[src/rtl/uart_boot_loader_ctrl.sv]
// uart_boot_loader_ctrl: parses SYNC/LEN/payload[/CSUM] frames from UART RX into imem and gates the core reset.
// Define BOOT_CHECKSUM_EN to require a trailing XOR checksum byte per frame.
module uart_boot_loader_ctrl #(
  parameter int          ADDR_W      = 8,
  parameter int          TIMEOUT_CYC = 100000,
  parameter logic [7:0]  SYNC_BYTE   = 8'hA5
) (
  input  logic              clk,
  input  logic              reset,
  input  logic              rx_valid,
  input  logic [7:0]        rx_data,
  input  logic              tx_ready,
  output logic              ack_valid,
  output logic [7:0]        ack_data,
  output logic              imem_we,
  output logic [ADDR_W-1:0] imem_addr,
  output logic [31:0]       imem_wdata,
  output logic              cpu_reset,
  output logic              load_done,
  output logic              load_err
);
  localparam int CW = (ADDR_W + 1 > 9) ? ADDR_W + 1 : 9;
`ifdef BOOT_CHECKSUM_EN
  typedef enum logic [2:0] {WAIT_SYNC, GET_LEN, GET_WORD, GET_CSUM, ACK, RUN} state_t;
  logic [7:0] csum_q, csum_d;
`else
  typedef enum logic [2:0] {WAIT_SYNC, GET_LEN, GET_WORD, ACK, RUN} state_t;
`endif
  state_t            state_q, state_d;
  logic [CW-1:0]     len_q, len_d, wcnt_q, wcnt_d;
  logic [1:0]        bcnt_q, bcnt_d;
  logic [31:0]       word_q, word_d, gap_q, gap_d;
  logic              ack_valid_q, ack_valid_d, imem_we_q, imem_we_d;
  logic              cpu_reset_q, cpu_reset_d, load_done_q, load_done_d, load_err_q, load_err_d;
  logic [7:0]        ack_data_q, ack_data_d;
  logic [ADDR_W-1:0] imem_addr_q, imem_addr_d;
  logic [31:0]       imem_wdata_q, imem_wdata_d;
  logic              in_frame, timeout, succ, err;
  always_comb begin
    state_d      = state_q;
    len_d        = len_q;
    wcnt_d       = wcnt_q;
    bcnt_d       = bcnt_q;
    word_d       = word_q;
`ifdef BOOT_CHECKSUM_EN
    csum_d       = csum_q;
    in_frame     = state_q inside {GET_LEN, GET_WORD, GET_CSUM};
`else
    in_frame     = state_q inside {GET_LEN, GET_WORD};
`endif
    ack_valid_d  = ack_valid_q;
    ack_data_d   = ack_data_q;
    imem_we_d    = 1'b0;
    imem_addr_d  = imem_addr_q;
    imem_wdata_d = imem_wdata_q;
    cpu_reset_d  = cpu_reset_q;
    load_done_d  = load_done_q;
    load_err_d   = load_err_q;
    gap_d        = (rx_valid || !in_frame) ? 32'd0 : gap_q + 32'd1;
    timeout      = in_frame && !rx_valid && gap_q == 32'(TIMEOUT_CYC - 1);
    succ         = 1'b0;
    err          = 1'b0;
    case (state_q)
      WAIT_SYNC, RUN: if (rx_valid && rx_data == SYNC_BYTE) begin
        cpu_reset_d = 1'b1;
        load_done_d = 1'b0;
        load_err_d  = 1'b0;
        wcnt_d      = '0;
        bcnt_d      = '0;
        state_d     = GET_LEN;
      end
      GET_LEN: if (rx_valid) begin
        if (rx_data == 8'd0 || CW'(rx_data) > CW'(2 ** ADDR_W)) err = 1'b1;
        else begin
          len_d   = CW'(rx_data);
`ifdef BOOT_CHECKSUM_EN
          csum_d  = rx_data;
`endif
          state_d = GET_WORD;
        end
      end
      GET_WORD: begin
        if (rx_valid) begin
          word_d = {rx_data, word_q[31:8]};
          bcnt_d = bcnt_q + 2'd1;
`ifdef BOOT_CHECKSUM_EN
          csum_d = csum_q ^ rx_data;
`endif
          if (bcnt_q == 2'd3) begin
            imem_we_d    = 1'b1;
            imem_addr_d  = wcnt_q[ADDR_W-1:0];
            imem_wdata_d = {rx_data, word_q[31:8]};
            wcnt_d       = wcnt_q + 1'b1;
          end
        end
        // The frame is finished only in the write cycle of the last word, so imem_we stays inside GET_WORD.
        if (imem_we_q && wcnt_q == len_q) begin
`ifdef BOOT_CHECKSUM_EN
          if (rx_valid) begin
            succ = rx_data == csum_q;
            err  = rx_data != csum_q;
          end else state_d = GET_CSUM;
`else
          succ = 1'b1;
`endif
        end
      end
`ifdef BOOT_CHECKSUM_EN
      GET_CSUM: if (rx_valid) begin
        succ = rx_data == csum_q;
        err  = rx_data != csum_q;
      end
`endif
      ACK: if (tx_ready) begin
        ack_valid_d = 1'b0;
        cpu_reset_d = !load_done_q;
        state_d     = load_done_q ? RUN : WAIT_SYNC;
      end
      default: state_d = WAIT_SYNC;
    endcase
    if (succ) begin
      load_done_d = 1'b1;
      ack_data_d  = 8'h06;
      ack_valid_d = 1'b1;
      state_d     = ACK;
    end else if (err || timeout) begin
      load_err_d  = 1'b1;
      ack_data_d  = 8'h15;
      ack_valid_d = 1'b1;
      state_d     = ACK;
    end
  end
  always_ff @(posedge clk) begin
    if (reset) begin
      state_q      <= WAIT_SYNC;
      len_q        <= '0;
      wcnt_q       <= '0;
      bcnt_q       <= '0;
      word_q       <= '0;
`ifdef BOOT_CHECKSUM_EN
      csum_q       <= '0;
`endif
      gap_q        <= '0;
      ack_valid_q  <= 1'b0;
      ack_data_q   <= '0;
      imem_we_q    <= 1'b0;
      imem_addr_q  <= '0;
      imem_wdata_q <= '0;
      cpu_reset_q  <= 1'b1;
      load_done_q  <= 1'b0;
      load_err_q   <= 1'b0;
    end else begin
      state_q      <= state_d;
      len_q        <= len_d;
      wcnt_q       <= wcnt_d;
      bcnt_q       <= bcnt_d;
      word_q       <= word_d;
`ifdef BOOT_CHECKSUM_EN
      csum_q       <= csum_d;
`endif
      gap_q        <= gap_d;
      ack_valid_q  <= ack_valid_d;
      ack_data_q   <= ack_data_d;
      imem_we_q    <= imem_we_d;
      imem_addr_q  <= imem_addr_d;
      imem_wdata_q <= imem_wdata_d;
      cpu_reset_q  <= cpu_reset_d;
      load_done_q  <= load_done_d;
      load_err_q   <= load_err_d;
    end
  end
  assign ack_valid  = ack_valid_q;
  assign ack_data   = ack_data_q;
  assign imem_we    = imem_we_q;
  assign imem_addr  = imem_addr_q;
  assign imem_wdata = imem_wdata_q;
  assign cpu_reset  = cpu_reset_q;
  assign load_done  = load_done_q;
  assign load_err   = load_err_q;
endmodule

[config.mk]
export PLATFORM = sky130hd
export DESIGN_NAME = uart_boot_loader_ctrl
export DESIGN_NICKNAME = d
export VERILOG_FILES = /design/src/rtl/uart_boot_loader_ctrl.sv
export SDC_FILE = /design/constraint.sdc
export NUM_CORES = 1
export LEC_CHECK = 0
export ABC_AREA = 1
export ABC_CLOCK_PERIOD_IN_PS = 4550
export BUFFER_PORTS_ARGS = -buffer_cell sky130_fd_sc_hd__buf_2
export CORE_MARGIN = 3
export CORE_UTILIZATION = 50
export CTS_CLUSTER_SIZE = 12
export DETAILED_ROUTE_END_ITERATION = 7
export GPL_ROUTABILITY_DRIVEN = 0
export PLACE_DENSITY = 0.7
export SYNTH_ARGS = -nofsm -noshare
export SYNTH_HDL_FRONTEND = slang
export SYNTH_SLANG_ARGS = --single-unit
[constraint.sdc]
create_clock -name clk -period 4.55 [get_ports clk]
set_clock_uncertainty 0.15 [all_clocks]
set_input_delay 0.6825 -clock clk [delete_from_list [all_inputs] [get_ports clk]]
set_output_delay 0.6825 -clock clk [all_outputs]
set_load 0.005 [all_outputs]
## After elaboration in Yosys (flattened, before gate mapping)

Index checks and enable logic that the tools add are counted.

| storage, ports and cells | value |
|---|---|
| flip-flop bits (word level) | 134 |
| bits of input ports | 12 |
| output and inout bits | 53 |

| operators by class | value |
|---|---|
| $add $sub $neg | 3 |
| $lt $le $gt $ge | 1 |
| equality and inequality tests | 19 |
| multiplexer cells | 37 |
| bitwise operators | 3 |
| reduce and logical (&&, ||, !) cells | 35 |

Operator list:

| kind | number |
|---|---|
| 32-bit by 1-bit adder with 32-bit output (second input constant) | 1 |
| 32-bit by 17-bit equality test with 1-bit output (second input constant) | 1 |
| 9-bit 2-to-1 mux | 3 |
| 3-bit 2-to-1 mux | 7 |
| 1-bit 2-to-1 mux | 19 |
| 9-bit one-hot mux with 2 select lines | 1 |
| 3-bit one-hot mux with 4 select lines | 1 |
| 3-bit AND reduction | 4 |
| 2-bit nonzero test | 6 |
| 2-bit != test (second input constant) | 5 |
| 5-bit AND reduction | 2 |
| 9-bit by 1-bit adder with 9-bit output (second input constant) | 1 |
| 9-bit by 8-bit equality test with 1-bit output | 1 |
| 8-bit by 9-bit greater-than comparator with 1-bit output (second input constant) | 1 |
| 8-bit equality test (second input constant) | 1 |
| 8-bit zero test | 1 |
| 2-bit 2-to-1 mux | 4 |
| 4-bit by 3-bit != test with 1-bit output (second input constant) | 2 |
| 4-bit != test (second input constant) | 2 |
| 3-bit by 2-bit equality test with 1-bit output (second input constant) | 2 |
| 2-bit AND reduction | 3 |
| 3-bit nonzero test | 2 |
| 2-bit OR reduction | 3 |
| 3-bit OR reduction | 2 |
| other kinds (14) | 23 |

## Longest topological paths before layout

| logic depth | value |
|---|---|
| depth after elaboration | 8 |
| mapped depth | 13 |
| mapped depth without buffers | 12 |

## Worst setup path after synthesis

OpenSTA, ideal clock, no wires.

| timing path | value |
|---|---|
| kind | input-to-reg |
| start point | input port rx_data[0] |
| end point | register wcnt_q[0] |
| library setup time | 128 ps |
| arrival | 1555 ps |
| required time | 4272 ps |
| setup slack | 2717 ps |
| stages | 7 |
| path buffers | 0 |
| cell sequence | inv_1 > nor2_1 > nand4_1 > a21oi_4 > nand2_4 > a21oi_1 > nor2_1 |

| on the way | value |
|---|---|
| word-level cells in the longest chain between the ends | 4 |

RTL lines:

| element | RTL line | source |
|---|---|---|
| from (decl) | 11 | `input logic [7:0] rx_data,` |
| 8-bit equality test | 64 | `WAIT_SYNC, RUN: if (rx_valid && rx_data == SYNC_BYTE) begin` |
| 1-bit logical AND | 64 |  |
| 2-bit != test (no source line) | n/a |  |
| 4-bit AND reduction (no source line) | n/a |  |
| to (signal assigned) | 155 | `wcnt_q <= wcnt_d;` |
| to (decl) | 30 | `logic [CW-1:0] len_q, len_d, wcnt_q, wcnt_d;` |

No other way between the ends.
A chain may end at the register's enable or synchronous reset.

## Final worst setup path

| timing path | value |
|---|---|
| start point | register state_q[1] |
| end point | register imem_wdata_q[21] (netlist: imem_wdata[21]) |

| on the way | value |
|---|---|
| word-level cells in the longest chain between the ends | 2 |

RTL lines:

| element | RTL line | source |
|---|---|---|
| from (decl) | 29 | `state_t state_q, state_d;` |
| from (signal assigned) | 153 | `state_q <= state_d;` |
| 3-bit by 2-bit equality test with 1-bit output | 63 | `case (state_q)` |
| 3-bit AND reduction (no source line) | n/a |  |
| to (signal assigned) | 166 | `imem_wdata_q <= imem_wdata_d;` |
| to (decl) | 37 | `logic [31:0] imem_wdata_q, imem_wdata_d;` |

No other way between the ends.

==> impl_metrics.py <==
metrics = {
    "setup_path": {
        "path_depth": 10,
        "slowest_stage": "nor2_4",
        "cp_top_family": "simple AND/OR/NAND/NOR gates",
        "timing.rr.end": "imem_wdata[21]$_SDFFE_PP0P_",
        "critPathMostFrequentCell": "inv_2",
        "slowest_delay_ps": 510,
        "worstSetupStartpointType": "flop",
        "crit_arrival_ps": 3110,
        "cp_num_buf_inv": 4,
        "endpoint_kind": "flop",
        "startpoint": "state_q[1]$_SDFFE_PP0P_",
        "crit_path_end": "imem_wdata[21]$_SDFFE_PP0P_",
        "crit_type": "flop to flop",
        "reg2regPathDepth": 10,
        "crit_chain": "inv_2 -> nor2_4 -> nand2_4 -> nor2_4 -> inv_2 -> nor2_8 -> inv_4 -> nor2_8 -> inv_2 -> o21ai_0",
        "reg2reg_slack_ps": 1620,
        "required_ps": 4730,
        "crit_fanout": 32,
        "r2r-start": "state_q[1]$_SDFFE_PP0P_",
    },
    "power": {
        "internal-power_mw": 2.091,
        "p_seq_frac": 0.410,
        "peakVddDrop_mv": 0.2710,
        "p_clk_frac": 0.441,
        "switchingPower_mw": 0.8806,
        "total_leakage_power_nw": 2.789,
        "swShare": 0.2963,
        "cellPowerDensity_nw_per_um2": 455.0,
        "finalPower_mw": 2.972,
        "power_frac_comb": 0.148,
    },
    "placement": {
        "post-dp-hpwl_um": 9866,
        "portBuffers": 60,
        "place_ws_ps": 1417,
        "place_area_um2": 5952,
    },
    "timing": {
        "fin_crit_sh": 0.6441,
        "min_period_ps": 2931,
        "slew_headroom": 0.3189,
        "max_freq_mhz": 341.2,
        "layout_setup_ws_ps": 1619,
        "worstMarginPinSlew_ps": 1019,
        "fin_tns_setup_ps": 0,
        "slew_viol_final": 0,
        "finalSetupViolCount": 0,
        "grt_setup_unrepaired": "false",
        "final_hold_viol_count": 0,
    },
    "clocking": {
        "cts_tree": "done",
        "h-tree-depth": 4,
        "cts_root_buffer": "clkbuf_16",
        "clock_path_buffers": 2,
        "insertion_delay_ps": 420,
        "clock_sinks": 126,
        "clkTransAtPathRegs_ps": 50,
        "cts_buffers": 17,
        "ctsHoldBuffers": 0,
        "post_cts_buffers": 0,
        "cts_resized": 0,
    },
    "drt": {
        "dr.pass1.iters": 5,
        "wire_per_inst_um": 14.12,
        "vias_per_cell": 5.270,
        "drt_wl_total_um": 14020,
        "drt_iter0_markers": 448,
        "route.detailed.drc": 0,
        "vias": 5233,
        "drtAntennaViolNets": 0,
    },
    "global_routing": {
        "grt_pass1_wl_um": 23320,
        "antenna_found_initial": 0,
        "global_route.overflow_total": 0,
        "grt_max_degree": 75,
        "grt_pass1_vias": 4915,
        "grt_util_all_layers": 0.2290,
    },
    "job": {
        "cap_viol_max_count": 0,
    },
    "floorplan": {
        "core_um2": 10940,
        "num_rows": 38,
        "dieArea_um2": 12550,
        "die_w_um": 112.0,
        "pin_count": 65,
        "die_h_um": 112.0,
        "initial_utilization": 0.5142,
    },
    "logic_synthesis": {
        "ys_seq_elements": 126,
        "async_flop_share": 0,
        "yosys_warnings": 0,
        "ys_types": 37,
        "synth_top_flop_cell": "dfxtp_1",
        "yosysSeqAreaShare": 0.4486,
        "synth_edf_count": 0,
        "synth_area_per_cell_um2": 7.118,
        "syn_area_um2": 5623,
        "synthesis.instances": 790,
    },
    "finish": {
        "layout-drive-gt1-share": 0.1407,
        "synthToLayoutAreaGrowth_pct": 16.18,
        "antenna_cells": 0,
        "final_area_um2": 6533,
        "nFillCells": 1000,
        "final_cell_mix": "nand2_1 (154), dfxtp_1 (126), nor2_1 (115)",
        "nNetsFinal": 855,
        "mostFrequentLayoutCell": "nand2_1",
    },
    "outcome": {
        "run_status": "finished clean",
    },
    "hold_path": {
        "hold_class": "flop to flop",
    },
}
[final cells by class]
cell class	instances	area [um2]	share of cell area
timing repair buffer	61	307.8	0.04712
multi-input combinational	542	2599	0.3978
sequential	126	2522	0.3861
clock buffer	21	470.5	0.07202
clock inverter	11	110.1	0.01686
tap	140	175.2	0.02681
inverter	92	347.8	0.05325
[worst reg2reg max path, delay by kind of cell (launching register included)]
family / cells / cell delay [ps]
buffers and inverters: 4 / 810
AOI/OAI and AO/OA: 1 / 210
DFF: 1 / 380
and+or+nand+nor: 5 / 1320
[Yosys cell counts (3+ instances only)]
cell      number  area [um2]
a21oi_1       71       355.3
o21ai_0       65       325.3
nand2_1      154       578.1
nor3b_1        4       30.03
buf_2         12       60.06
buf_4          5       37.54
inv_2          3       11.26
o21ai_2       10       87.58
nand3_1       51       255.2
nor2_1       115       431.7
dfxtp_1      126        2522
ha_1           3       37.54
nor3_1        16       80.08
nand4_1       11       68.82
inv_1         88       330.3
clkbuf_1      15       56.30
xor2_1         8       70.07
or2_2          4       25.02
a211oi_1       3       22.52
[cells by family (layout without fill, tap and decap cells)]
kind of cell	Yosys count	count (layout)	share of synthesized area
adders and majority gates	3	3	0.006676
and+or+nand+nor	370	370	0.2882
xor gates and xnor gates	9	9	0.01402
buffers and inverters	125	185	0.09123
DFF	126	126	0.4486
AOI/OAI and AO/OA	156	156	0.1506
other	1	4	0.0006669
[power groups by stage]
stage | sequential, mW | clock [mW] | combinational [mW]
2_1_floorplan | 1.23 | 0 | 0.350
3_3_place_gp | 1.24 | 0 | 0.424
3_5_place_dp | 1.24 | 0 | 0.433
4_1_cts | 1.22 | 1.33 | 0.438
5_1_grt | 1.23 | 1.38 | 0.500
6_report | 1.22 | 1.31 | 0.440
[registers in the layout, summed over array words and instances (netlist names)]
| register | flops |
|---|---|
| ack_data | 3 |
| imem_addr | 8 |
| imem_we | 1 |
| bcnt_q | 2 |
| cpu_reset | 1 |
| ack_valid | 1 |
| wcnt_q | 9 |
| state_q | 3 |
| imem_wdata | 32 |
| word_q | 24 |
| gap_q | 32 |
| load_done | 1 |
| len_q | 8 |
| load_err | 1 |
[worst min-delay path by stage]
stage	start	to	slack, ps	depth (start not counted)
6_report	gap_q[0]$_SDFF_PP0_	gap_q[0]$_SDFF_PP0_	290	1
2_1_floorplan	gap_q[0]$_SDFF_PP0_	gap_q[0]$_SDFF_PP0_	260	1
4_1_cts	gap_q[0]$_SDFF_PP0_	gap_q[0]$_SDFF_PP0_	290	1
3_3_place_gp	gap_q[0]$_SDFF_PP0_	gap_q[0]$_SDFF_PP0_	270	1
3_5_place_dp	gap_q[0]$_SDFF_PP0_	gap_q[0]$_SDFF_PP0_	280	1
5_1_grt	gap_q[0]$_SDFF_PP0_	gap_q[0]$_SDFF_PP0_	310	1
[per-layer routing]
metal,track usage,share of wire
met1,0.3134,0.46
met2,0.3485,0.44
met4,0.09295,0.021
met5,0,0
met3,0.05714,0.078
[metrics by stage]
stage / hold WS (ps) / instances / util
detailed placement: 284.6 / 961 / 0.5443
CTS: 292.5 / 993 / 0.5974
floorplan: 263.2 / 793 / -
finish: 293.3 / 993 / 0.5974
global route: 310.1 / 993 / 0.5974
global placement: 274.5 / 961 / 0.5443
No activity file was read; power rests on OpenSTA's default activity.
